## src/rtl/display_scan_ctrl_pkg.sv

```systemverilog
// Shared types and constants for the 4-digit multiplexed 7-segment display scanner.
package display_scan_ctrl_pkg;

  typedef logic [1:0] slot_t;

  localparam logic [3:0] ALL_OFF_ANODE = 4'hF;
  localparam logic [6:0] ALL_OFF_SEG   = 7'h7F;

  typedef enum logic [1:0] {
    IDLE  = 2'd0,
    BLANK = 2'd1,
    DRIVE = 2'd2
  } scan_state_e;

endpackage

```

## src/rtl/display_scan_ctrl_seg7_hex_decode.sv

```systemverilog
// Combinational hex nibble to active-low 7-segment cathode pattern {g,f,e,d,c,b,a}.
module seg7_hex_decode (
  input  logic [3:0] nibble,
  output logic [6:0] seg_n
);

  always_comb begin
    seg_n = 7'h7F;
    unique case (nibble)
      4'h0: seg_n = 7'h40;
      4'h1: seg_n = 7'h79;
      4'h2: seg_n = 7'h24;
      4'h3: seg_n = 7'h30;
      4'h4: seg_n = 7'h19;
      4'h5: seg_n = 7'h12;
      4'h6: seg_n = 7'h02;
      4'h7: seg_n = 7'h78;
      4'h8: seg_n = 7'h00;
      4'h9: seg_n = 7'h10;
      4'hA: seg_n = 7'h08;
      4'hB: seg_n = 7'h03;
      4'hC: seg_n = 7'h46;
      4'hD: seg_n = 7'h21;
      4'hE: seg_n = 7'h06;
      4'hF: seg_n = 7'h0E;
      default: seg_n = 7'h7F;
    endcase
  end

endmodule

```

## src/rtl/display_scan_ctrl.sv

```systemverilog
// Time-multiplexed scan of a 4-digit common-anode display with per-slot dead-time
// and once-per-frame shadowing of the displayed value.
//
// state | meaning
// IDLE  | scanning disabled, bus dark, cnt/slot parked at 0
// BLANK | start of a slot, all anodes off to suppress ghosting
// DRIVE | selected anode on with its decoded digit
module display_scan_ctrl
  import display_scan_ctrl_pkg::*;
#(
  parameter int REFRESH_DIV  = 100000,
  parameter int BLANK_CYCLES = 1000
) (
  input  logic        clk,
  input  logic        reset,
  input  logic        enable,
  input  logic [15:0] digits,
  input  logic [3:0]  dp,
  input  logic [3:0]  blank_mask,
  output logic [3:0]  anode,
  output logic [6:0]  seg,
  output logic        dp_n,
  output logic [1:0]  digit_sel,
  output logic        frame_done
);

  localparam int CNT_W = (REFRESH_DIV > 2) ? $clog2(REFRESH_DIV) : 1;
  localparam logic [CNT_W-1:0] CNT_LAST = CNT_W'(REFRESH_DIV - 1);

  scan_state_e       state, state_nxt;
  logic [CNT_W-1:0]  cnt, cnt_nxt;
  slot_t             slot, slot_nxt;
  logic              load_shadow;
  logic              frame_done_nxt;

  logic [3:0][3:0]   digits_sh;
  logic [3:0]        dp_sh;
  logic [3:0]        mask_sh;

  logic [3:0]        anode_nxt;
  logic [6:0]        seg_nxt;
  logic              dp_n_nxt;
  logic [6:0]        seg_dec;

  seg7_hex_decode u_decode (
    .nibble (digits_sh[slot]),
    .seg_n  (seg_dec)
  );

  always_comb begin
    state_nxt      = state;
    cnt_nxt        = cnt;
    slot_nxt       = slot;
    load_shadow    = 1'b0;
    frame_done_nxt = 1'b0;

    if (!enable) begin
      state_nxt = IDLE;
      cnt_nxt   = '0;
      slot_nxt  = '0;
    end else if (state == IDLE) begin
      cnt_nxt     = '0;
      slot_nxt    = '0;
      load_shadow = 1'b1;
      state_nxt   = (BLANK_CYCLES > 0) ? BLANK : DRIVE;
    end else begin
      if (cnt == CNT_LAST) begin
        cnt_nxt  = '0;
        slot_nxt = slot_t'(slot + 2'd1);
        // Frame boundary: new value becomes visible starting at slot 0
        if (slot == 2'd3) begin
          load_shadow    = 1'b1;
          frame_done_nxt = 1'b1;
        end
      end else begin
        cnt_nxt = cnt + 1'b1;
      end
      state_nxt = (int'(cnt_nxt) < BLANK_CYCLES) ? BLANK : DRIVE;
    end
  end

  always_comb begin
    anode_nxt = ALL_OFF_ANODE;
    seg_nxt   = ALL_OFF_SEG;
    dp_n_nxt  = 1'b1;
    if (state == DRIVE && !mask_sh[slot]) begin
      anode_nxt = ~(4'b0001 << slot);
      seg_nxt   = seg_dec;
      dp_n_nxt  = ~dp_sh[slot];
    end
  end

  always_ff @(posedge clk) begin
    if (reset) begin
      state      <= IDLE;
      cnt        <= '0;
      slot       <= '0;
      digits_sh  <= '0;
      dp_sh      <= '0;
      mask_sh    <= '0;
      anode      <= ALL_OFF_ANODE;
      seg        <= ALL_OFF_SEG;
      dp_n       <= 1'b1;
      digit_sel  <= '0;
      frame_done <= 1'b0;
    end else begin
      state      <= state_nxt;
      cnt        <= cnt_nxt;
      slot       <= slot_nxt;
      if (load_shadow) begin
        digits_sh <= digits;
        dp_sh     <= dp;
        mask_sh   <= blank_mask;
      end
      anode      <= anode_nxt;
      seg        <= seg_nxt;
      dp_n       <= dp_n_nxt;
      digit_sel  <= slot;
      frame_done <= frame_done_nxt;
    end
  end

endmodule

```

## config.mk

```make
export PLATFORM = sky130hd
export DESIGN_NAME = display_scan_ctrl
export DESIGN_NICKNAME = d
export VERILOG_FILES = /design/src/rtl/display_scan_ctrl_pkg.sv /design/src/rtl/display_scan_ctrl_seg7_hex_decode.sv /design/src/rtl/display_scan_ctrl.sv
export SDC_FILE = /design/constraint.sdc
export NUM_CORES = 1
export LEC_CHECK = 0
export CORE_UTILIZATION = 63
export DETAILED_ROUTE_END_ITERATION = 10
export DONT_BUFFER_PORTS = 1
export PLACE_DENSITY = 0.79
export SLEW_MARGIN = 0
export SYNTH_ARGS = -nofsm -noshare
export SYNTH_HDL_FRONTEND = slang
export SYNTH_SLANG_ARGS = --single-unit
```

## constraint.sdc

```tcl
create_clock -name clk -period 2.9 [get_ports clk]
set_input_delay 0.435 -clock clk [delete_from_list [all_inputs] [get_ports clk]]
set_output_delay 0.435 -clock clk [all_outputs]
set_load 0.1 [all_outputs]
```

==> results.sh <==
export IMPL_status="completed"
export IMPL_cts_root_buffer_cell="clkbuf_8"
export IMPL_finalSetupViolations=0
export IMPL_dp_final_hpwl_mm=3.70
export IMPL_synthDistinctLibCells=45
export IMPL_syn_inst=305
export IMPL_grt_pass1_wl_mm=9.07
export IMPL_synth_nets=343
export IMPL_tns_ns=0
export IMPL_fin_crit_ns=2.45
export IMPL_power_frac_clock=0.392
export IMPL_post_dp_cell_area_mm2=0.00287
export IMPL_leakagePower_nw=1.08
export IMPL_slew_viol_final=0
export IMPL_crit_required_ns=3.14
export IMPL_p_sw_uw=384
export IMPL_synth_avg_cell_area_um2=9.45
export IMPL_post_cts_setup_buffers=0
export IMPL_path_class="flip-flop to flip-flop"
export IMPL_ios=42
export IMPL_cts_htree_levels=3
export IMPL_ir_drop_mv=0.341
export IMPL_die_w_um=69.6
export IMPL_skew_ns=0.00602
export IMPL_clockBufferDepth=2
export IMPL_initial_core_util=0.657
export IMPL_gp_congestion=0.880
export IMPL_clk_pin_slew_ns=0.07
export IMPL_rows=24
export IMPL_power_share_switching=0.243
export IMPL_cts_tree="built"
export IMPL_worstSetupEndpointType="flip-flop"
export IMPL_grt_max_degree=29
export IMPL_crit_fanout=24
export IMPL_p_int_mw=1.20
export IMPL_min_period_over_period=0.843
export IMPL_cts_inserted_buffers=9
export IMPL_fmax_mhz=409
export IMPL_wl_met1_mm=2.69
export IMPL_synthArstFlopShare=0
export IMPL_drtIter0Drc=161
export IMPL_wl_met3_um=356
export IMPL_crit_arrival_ns=2.68
export IMPL_grt_util_all_layers=0.241
export IMPL_timing_slew_headroom=0.361
export IMPL_drive_gt1_frac=0.0957
export IMPL_design_area_mm2=0.00303
export IMPL_ys_seq_elements=60
export IMPL_dieArea_mm2=0.00485
export IMPL_clock_latency_ns=0.34
export IMPL_p_comb_frac=0.064
export IMPL_instances_no_fill=355
export IMPL_maxCapViolations=0
export IMPL_synth_top_area_frac=0.417
export IMPL_wl_met2_mm=2.16
export IMPL_seqPwrFrac=0.544
export IMPL_fp_dieH_um=69.6
export IMPL_yosysMostFrequentCell="dfxtp_1"
export IMPL_hold_violations=0
export IMPL_tightestPinTransition_ns=0.956
export IMPL_cts_resized=0
export IMPL_syn2layout_area_growth_pct=5.21
export IMPL_startpoint_type="flip-flop"
export IMPL_syn_area_mm2=0.00288
export IMPL_wl_per_cell_um=15.0
export IMPL_drc_errors=0
export IMPL_hold_buffers=0
export IMPL_grt_setup_unrepaired="false"
export IMPL_synth_flop_cell="dfxtp_1"
export IMPL_synth_commonest_cells="dfxtp_1 (60), nor2_1 (50), mux2i_1 (25), nand2_1 (25), clkbuf_1 (15)"
export IMPL_routed_wl_mm=5.32
export IMPL_clock_sinks=60
export IMPL_layout_nets=337
export IMPL_ys_warn_count=0
export IMPL_final_antenna_net_count=0
export IMPL_synth_top_cell_by_area="dfxtp_1"
export IMPL_grt_overflow=0
export IMPL_dr_pass1_iters=4
export IMPL_powerDensity_mw_per_mm2=521
export IMPL_antenna_found_initial=0
export IMPL_top_layer="met4"
export IMPL_hold_path_class="input pin to flip-flop"
export IMPL_via_per_inst=5.85
export IMPL_yosysSeqAreaShare=0.417
export IMPL_io_buffers=0
export IMPL_grt_pass1_vias=1919
export IMPL_core_mm2=0.00438
export IMPL_num_antenna_cells=0
export IMPL_synth_edf_count=0
export IMPL_dp_cells=340
export IMPL_synth_area_leaders="dfxtp_1 (42%), mux2i_1 (8.7%), nor2_1 (6.5%)"
export IMPL_num_vias=2078
-- routing by layer --
layer | vias to the layer above | global-route usage
met2 | 65 | 0.325
met5 | - | 0
met1 | 944 | 0.341
met4 | 0 | 0.142
met3 | 11 | 0.0669
li1 | 1058 | -
-- sequential cells by signal (all words and copies together) (netlist names) --
| register | flops |
|---|---|
| dp_n | 1 |
| anode | 4 |
| mask_sh | 4 |
| state | 2 |
| dp_sh | 4 |
| digits_sh | 16 |
| cnt | 17 |
| frame_done | 1 |
| seg | 7 |
| slot | 2 |
| digit_sel | 2 |
-- per-stage QoR --
stage                     total power, mW  hold WS, ns   util  worst slack, ns
final                                1.58        0.156  0.691            0.455
after global routing                 1.64        0.147  0.691            0.207
after CTS                            1.59        0.149  0.691            0.458
after detailed placement            0.978        0.481  0.656            0.482
after global placement              0.974        0.468  0.656            0.581
after floorplan                     0.970        0.455      -            0.612
-- critical path: stages (launching register included) --
cell	delay, ns
dfxtp_1	0.42
ha_1	0.36
nand4_1	0.37
nor4_4	0.38
nand2_2	0.13
a21boi_4	0.19
buf_12	0.22
mux2i_1	0.22
nor2_1	0.05
-- cells in the final DEF (no fill, tap or decap), types with 3 or more instances in the layout --
cell type / count
nor4_1: 4
nand2_1: 25
nor2_1: 50
and2_1: 3
a21oi_1: 7
xor2_1: 5
or4_1: 3
clkinv_2: 3
buf_4: 3
and4_1: 3
inv_1: 9
mux4_2: 6
o221ai_1: 5
o21ai_1: 4
clkbuf_8: 9
nor3_1: 3
ha_1: 11
xnor2_1: 11
nand4_1: 7
nand3_1: 8
a31oi_1: 4
mux2i_1: 25
o21ai_0: 3
nand4b_1: 3
dfxtp_1: 60
-- kinds of logic (layout without fill, tap and decap cells) --
family | Yosys count | after routing | synth area share
and+or+nand+nor | 125 | 125 | 0.221
DFF | 60 | 60 | 0.417
AOI/OAI and AO/OA | 32 | 32 | 0.0760
muxes | 31 | 31 | 0.134
buffers and inverters | 30 | 28 | 0.0564
xor gates and xnor gates | 16 | 16 | 0.0486
adders and majority gates | 11 | 11 | 0.0478
-- final cells by class --
cell class                 instances  area [um2]
fill                             358        1350
sequential                        60        1200
tap                               52        65.1
inverter                           9        33.8
clock buffer                      10         128
multi-input combinational        215        1530
timing repair buffer               4        42.5
clock inverter                     5        30.0
-- final timing paths --
| path | end | start | cells past startpoint | slack (ns) |
|---|---|---|---|---|
| max | digits_sh[11] | cnt[0] | 8 | 0.45 |
| min | digits_sh[1] | reset | 1 | 0.16 |
| max reg2reg | digits_sh[11] | cnt[0] | 8 | 0.45 |
| min reg2reg | mask_sh[0] | mask_sh[0] | 2 | 0.49 |
-- power groups by stage --
| stage | logic [mW] | registers (mW) | clock network, mW |
|---|---|---|---|
| after floorplan | 0.0973 | 0.873 | 0 |
| after global placement | 0.0980 | 0.876 | 0 |
| after detailed placement | 0.101 | 0.877 | 0 |
| after CTS | 0.102 | 0.859 | 0.631 |
| after global routing | 0.113 | 0.861 | 0.667 |
| final | 0.102 | 0.859 | 0.619 |
Note: power is estimated with default switching activity, not from simulation.
